## src/rtl/buffer_write_arbiter_pkg.sv

```systemverilog
// -----------------------------------------------------------------------------
// buffer_write_arbiter_pkg
//   Shared constants for the producer-to-buffer write arbiter and anything that
//   demultiplexes the tagged words on the far side of the buffer.
//   - DEF_* : default parameter values for buffer_write_arbiter
//   - DATA_WIDTH : buffer word width ({channel_id, payload}), shared with the
//                  FIFO buffer's DATA_WIDTH
//   - TAG_MSB/TAG_LSB : position of the channel tag inside a buffer word
//   - arb_state_e : arbiter FSM encoding
// -----------------------------------------------------------------------------
package buffer_write_arbiter_pkg;

  localparam int DEF_N_REQ       = 4;
  localparam int DEF_ID_WIDTH    = 2;
  localparam int DEF_REQ_WIDTH   = 30;
  localparam int DEF_STALL_LIMIT = 8;

  localparam int DATA_WIDTH = DEF_ID_WIDTH + DEF_REQ_WIDTH;

  // Channel tag sits in the MSBs of every stored word.
  localparam int TAG_LSB = DEF_REQ_WIDTH;
  localparam int TAG_MSB = DATA_WIDTH - 1;

  typedef enum logic [1:0] {
    IDLE  = 2'd0,
    ISSUE = 2'd1,
    WAIT  = 2'd2,
    ACK   = 2'd3
  } arb_state_e;

endpackage

```

## src/rtl/buffer_write_arbiter_rr_pick.sv

```systemverilog
// -----------------------------------------------------------------------------
// rr_pick
//   Combinational round-robin picker. Scans req starting one above last_grant,
//   wrapping modulo N_REQ, and returns the first requesting channel.
//   Ports:
//     req        in  N_REQ     request vector
//     last_grant in  ID_WIDTH  most recently accepted channel
//     any_req    out 1         at least one request bit set
//     grant      out ID_WIDTH  winning channel (meaningful only when any_req)
// -----------------------------------------------------------------------------
module rr_pick #(
  parameter int N_REQ    = 4,
  parameter int ID_WIDTH = 2
) (
  input  logic [N_REQ-1:0]    req,
  input  logic [ID_WIDTH-1:0] last_grant,
  output logic                any_req,
  output logic [ID_WIDTH-1:0] grant
);

  logic [ID_WIDTH-1:0] cand;

  always_comb begin
    // NOTE: every output of a combinational block gets a default first so no
    // path leaves it unassigned, which would otherwise infer a latch.
    any_req = 1'b0;
    grant   = last_grant;
    cand    = '0;
    // Step 1..N_REQ so last_grant itself is considered last.
    for (int step = 1; step <= N_REQ; step++) begin
      cand = ID_WIDTH'((int'(last_grant) + step) % N_REQ);
      if (!any_req && req[cand]) begin
        any_req = 1'b1;
        grant   = cand;
      end
    end
  end

endmodule

```

## src/rtl/buffer_write_arbiter.sv

```systemverilog
// -----------------------------------------------------------------------------
// buffer_write_arbiter
//   Round-robin scheduler sharing the FIFO buffer's single write port between
//   N_REQ producer channels. Each accepted word is tagged with its channel ID.
//   The buffer's data_in_ack is registered (valid one cycle after a strobe), so
//   every attempt is a single-cycle strobe followed by an ack-check cycle; a
//   missing ack re-issues the same word.
//   Ports:
//     clk, rst   clock (rising edge), asynchronous active-high reset
//     req_data   packed payloads, channel i at [i*REQ_WIDTH +: REQ_WIDTH]
//     req_valid  per-channel word pending (held until req_ack)
//     req_ack    one-cycle pulse: channel's word is stored
//     buf_data   {channel_id, payload} to buffer data_in
//     buf_valid  buffer data_in_valid, never high two cycles in a row
//     buf_ack    buffer data_in_ack (registered, one cycle after strobe)
//     grant_id   channel currently being served (holds in IDLE)
//     busy       FSM is not IDLE
//     stall      retries on the current word >= STALL_LIMIT (status only)
// -----------------------------------------------------------------------------
module buffer_write_arbiter
  import buffer_write_arbiter_pkg::*;
#(
  parameter int N_REQ       = DEF_N_REQ,
  parameter int ID_WIDTH    = DEF_ID_WIDTH,
  parameter int REQ_WIDTH   = DEF_REQ_WIDTH,
  parameter int STALL_LIMIT = DEF_STALL_LIMIT
) (
  input  logic                          clk,
  input  logic                          rst,
  input  logic [N_REQ*REQ_WIDTH-1:0]    req_data,
  input  logic [N_REQ-1:0]              req_valid,
  output logic [N_REQ-1:0]              req_ack,
  output logic [ID_WIDTH+REQ_WIDTH-1:0] buf_data,
  output logic                          buf_valid,
  input  logic                          buf_ack,
  output logic [ID_WIDTH-1:0]           grant_id,
  output logic                          busy,
  output logic                          stall
);

  localparam int RETRY_WIDTH = $clog2(STALL_LIMIT + 1);
  localparam logic [RETRY_WIDTH-1:0] STALL_TH = RETRY_WIDTH'(STALL_LIMIT);

  arb_state_e                    state_q, state_d;
  logic [ID_WIDTH-1:0]           last_grant_q, last_grant_d;
  logic [ID_WIDTH-1:0]           grant_id_q, grant_id_d;
  logic [ID_WIDTH+REQ_WIDTH-1:0] buf_data_q, buf_data_d;
  logic                          buf_valid_q, buf_valid_d;
  logic [N_REQ-1:0]              req_ack_q, req_ack_d;
  logic                          busy_q, busy_d;
  logic                          stall_q, stall_d;
  logic [RETRY_WIDTH-1:0]        retry_cnt_q, retry_cnt_d;

  logic                 pick_any;
  logic [ID_WIDTH-1:0]  pick_id;
  logic [REQ_WIDTH-1:0] pick_payload;

  rr_pick #(
    .N_REQ    (N_REQ),
    .ID_WIDTH (ID_WIDTH)
  ) u_rr_pick (
    .req        (req_valid),
    .last_grant (last_grant_q),
    .any_req    (pick_any),
    .grant      (pick_id)
  );

  always_comb begin
    pick_payload = '0;
    for (int i = 0; i < N_REQ; i++) begin
      if (pick_id == ID_WIDTH'(i)) pick_payload = req_data[i*REQ_WIDTH +: REQ_WIDTH];
    end
  end

  always_comb begin
    state_d      = state_q;
    last_grant_d = last_grant_q;
    grant_id_d   = grant_id_q;
    buf_data_d   = buf_data_q;
    retry_cnt_d  = retry_cnt_q;
    // Strobes and ack pulses are single-cycle: default low, raised per state.
    buf_valid_d  = 1'b0;
    req_ack_d    = '0;

    unique case (state_q)
      IDLE: begin
        if (pick_any) begin
          grant_id_d  = pick_id;
          buf_data_d  = {pick_id, pick_payload};
          retry_cnt_d = '0;
          buf_valid_d = 1'b1;
          state_d     = ISSUE;
        end
      end
      ISSUE: state_d = WAIT;
      WAIT: begin
        if (buf_ack) begin
          req_ack_d[grant_id_q] = 1'b1;
          last_grant_d          = grant_id_q;
          retry_cnt_d           = '0;
          state_d               = ACK;
        end else begin
          // Buffer full or busy with a read: same word, same grant, try again.
          if (retry_cnt_q != '1) retry_cnt_d = retry_cnt_q + 1'b1;
          buf_valid_d = 1'b1;
          state_d     = ISSUE;
        end
      end
      // No arbitration here: the acked channel's req_valid is still stale.
      ACK:     state_d = IDLE;
      default: state_d = IDLE;
    endcase

    busy_d  = (state_d != IDLE);
    stall_d = (retry_cnt_d >= STALL_TH);
  end

  always_ff @(posedge clk or posedge rst) begin
    if (rst) begin
      // NOTE: state registers use non-blocking assignment so every flop samples
      // the pre-edge values, independent of statement order.
      state_q      <= IDLE;
      last_grant_q <= ID_WIDTH'(N_REQ - 1);
      grant_id_q   <= '0;
      buf_data_q   <= '0;
      buf_valid_q  <= 1'b0;
      req_ack_q    <= '0;
      busy_q       <= 1'b0;
      stall_q      <= 1'b0;
      retry_cnt_q  <= '0;
    end else begin
      state_q      <= state_d;
      last_grant_q <= last_grant_d;
      grant_id_q   <= grant_id_d;
      buf_data_q   <= buf_data_d;
      buf_valid_q  <= buf_valid_d;
      req_ack_q    <= req_ack_d;
      busy_q       <= busy_d;
      stall_q      <= stall_d;
      retry_cnt_q  <= retry_cnt_d;
    end
  end

  assign req_ack   = req_ack_q;
  assign buf_data  = buf_data_q;
  assign buf_valid = buf_valid_q;
  assign grant_id  = grant_id_q;
  assign busy      = busy_q;
  assign stall     = stall_q;

endmodule

```

## config.mk

```make
export PLATFORM = sky130hd
export DESIGN_NAME = buffer_write_arbiter
export DESIGN_NICKNAME = d
export VERILOG_FILES = /design/src/rtl/buffer_write_arbiter_pkg.sv /design/src/rtl/buffer_write_arbiter_rr_pick.sv /design/src/rtl/buffer_write_arbiter.sv
export SDC_FILE = /design/constraint.sdc
export NUM_CORES = 1
export LEC_CHECK = 0
export ABC_AREA = 1
export CAP_MARGIN = 20
export CORE_AREA = 4 4 109 90
export CTS_BUF_LIST = sky130_fd_sc_hd__clkbuf_8
export DETAILED_ROUTE_END_ITERATION = 10
export DIE_AREA = 0 0 113 94
export PLACE_DENSITY = 0.83
export SLEW_MARGIN = 10
export SYNTH_ARGS = -nofsm -noshare
export SYNTH_HDL_FRONTEND = slang
export SYNTH_SLANG_ARGS = --single-unit
```

## constraint.sdc

```tcl
create_clock -name clk -period 2.2 [get_ports clk]
set_clock_uncertainty 0.05 [all_clocks]
set_input_delay 0.22 -clock clk [delete_from_list [all_inputs] [get_ports clk]]
set_output_delay 0.22 -clock clk [all_outputs]
set_load 0.02 [all_outputs]
```

==> metrics.txt <==
Crit Path Max Fanout=8; cts hold-fix bufs=0; sequential share of power=0.136; initial antenna violation count=0; fin crit share=1.08; Total GRT Usage=0.209; Die Footprint=10600 µm²; Netlist cell types=31; final hold viol count=0; clock sink count=46; WP buf/inv=2; Congestion Overflow GR=0; Worst path slowest cell=dfstp_2; Filler cells=706; Die Wd=113 µm; Worst EP required=2.39 ns; most common cell after layout, fill and taps aside=nand2_1; Num CTS Buffers=5; Cells after Synth=485; clock-pin slew on the worst setup and hold paths=0.09 ns; worst setup margin=-0.179 ns; failing checks=setup timing; Hold WC Path Type=input port to async pin; gpl congestion=0.882; Syn Std Cell Area=3160 µm²; Synth-to-Final Area Change=81.6%; met3 WL post-DR=877 µm; maximum VDD drop=1.29 mV; r2r startpoint=last_grant_q[0]; port bufs=167; Synth Warn #=0; Clk pwr share=0.045; vias in the first global route=3667; crit path DAT=2.57 ns; row cnt=31; iteration-0 DRC count of the detailed router=286; synthesized net count=613; crit path from=last_grant_q[0]; CP Class=register to register; flops & latches, synth=46; Rel. slew slack=0.638; placed cell areas=5050 µm²; Routed Antenna Nets=0; fmax=420 MHz; Final setup viols=32; CTS Buffer Depth=2; Vias=3948; Final Util=0.653; post-layout min period=2.38 ns; fin nets=812; Post-Route Setup TNS=-3.69 ns; Initial Util=0.359; Worst Setup End Kind=register; sequential fraction of the synthesis area=0.365; Remaining DRCs=0; Ant. Diodes=0; Reg area=1150 µm²; wl on met1=5.27 mm; Top cell by count, worst path=nand2_1; switch share=0.501; CORE AREA=8800 µm²; Inst Count DP=764; metal2 WL=6.32 mm; outcome=finished, violations left; leading cell types in the layout, fill and taps excluded=172 x nand2_1, 167 x clkdlybuf4s50_1, 63 x inv_1; Total Power=11.2 mW; total of max-cap violations=0; worst-margin pin slew=0.542 ns; Mean Syn Cell Area=6.52 µm²; # IOs=168; share of post-route cells with drive strength above 1=0.185; Routed WL=12.8 mm; Int Pwr=5.56 mW; top layer reached by signal wires=met4; vias per cell=4.94; combinational power share=0.819; CP peak stage delay=0.64 ns; CP Cell Sequence=inv_4, nand2_2, nand2_4, nand2_4, nand2_8, or2_4, nand3_4, nand2_8, nor2_4, clkbuf_16, nand2_1, nand3_1, nand2_1, nand2_1; startpoint types=register; first drt pass iteration count=5; PD cells=1940 nW/µm²; largest net degree at the start of global routing=31; chip height=94 µm; Wirelength per Cell=15.9 µm; H-tree level count=2; RSZ-0062 raised after global routing=true; fin. max-slew vios=0; Post-DP HPWL=8.58 mm; first-pass GRT wire length=17.9 mm; Worst-Skew Late Latency=0.30 ns; filler-free cell count of the finished design=800; Leakage=2.83 nW; CTS root buffer=clkbuf_8; area of the multi-input gates=1870 µm²; sw power=5.59 mW; CTS tree=done; Top delay family on crit path=simple AND/OR/NAND/NOR gates; fin area=5750 µm²
-- power by group through the flow --
stage	Sequential [mW]	Clock [mW]	Combinational, mW
after floorplan	1.83	0	4.14
after global placement	1.50	0	6.62
after detailed placement	1.51	0	6.82
after CTS	1.50	0.519	7.65
after global routing	1.56	0.560	9.90
final	1.51	0.504	9.14
-- cell type report --
class | instances | area share
multi-input combinational | 345 | 0.325
sequential | 46 | 0.201
timing repair buffer | 217 | 0.389
tap | 115 | 0.0250
clock inverter | 3 | 0.00239
inverter | 69 | 0.0464
clock buffer | 5 | 0.0120
-- metrics by stage --
step           hold WS, ns  setup slack (ns)
2_1_floorplan        0.372             0.113
6_report             0.239            -0.179
3_5_place_dp         0.414            -0.222
3_3_place_gp         0.411           -0.0844
5_1_grt              0.286            -0.268
4_1_cts              0.254           0.00329
-- sequential cells by signal (all words and copies together) (netlist names), named ones only --
register / flops
req_ack: 4
buf_valid: 1
busy: 1
grant_id: 2
state_q: 2
buf_data: 30
last_grant_q: 2
-- what timing repair did --
action | in CTS | in global routing
cloned | 1 | 5
resized for setup | 25 | 67
setup buffers | 10 | 12
endpoints found under the setup margin | 30 | 30
pin swaps | 8 | 8
-- cells by family (layout without fill, tap and decap cells) --
| kind of cell | Yosys count | count (layout) | synth area share |
|---|---|---|---|
| and+or+nand+nor | 270 | 271 | 0.371 |
| AOI/OAI and AO/OA | 73 | 73 | 0.124 |
| DFF | 46 | 46 | 0.365 |
| buffers and inverters | 95 | 294 | 0.136 |
| adders and majority gates | 1 | 1 | 0.00395 |
-- per-layer routing --
| layer | up-vias | GRT usage |
|---|---|---|
| met3 | 27 | 0.0348 |
| met1 | 1830 | 0.270 |
| met4 | 0 | 0.0501 |
| met5 | - | 0 |
| met2 | 177 | 0.366 |
| li1 | 1914 | - |
-- worst paths after layout --
check / end / slack (ns) / depth (start not counted)
worst max-delay path: buf_data[24] / -0.18 / 14
worst min-delay path: req_ack[0] / 0.24 / 2
worst max register to register: buf_data[24] / -0.18 / 14
worst min register to register: buf_data[11] / 0.44 / 2
max in group asynchronous: buf_data[23] / 1.33 / 3
min in group clk: buf_data[11] / 0.44 / 2
-- synth_stat cells (all sizes together) --
master	number	area, µm²
dfrtp	44	1100
o31ai	2	15.0
dfstp	2	52.6
o21ai	60	304
or2	2	12.5
nand2	203	790
a32oi	1	8.76
nor3	9	75.1
nand4	4	25.0
o21bai	5	37.5
ha	1	12.5
nand3	40	215
a21oi	4	20.0
inv	69	259
nor2	12	57.6
buf	19	146
a31oi	1	6.26
clkbuf	7	26.3
No activity file was read; power rests on OpenSTA's default activity.
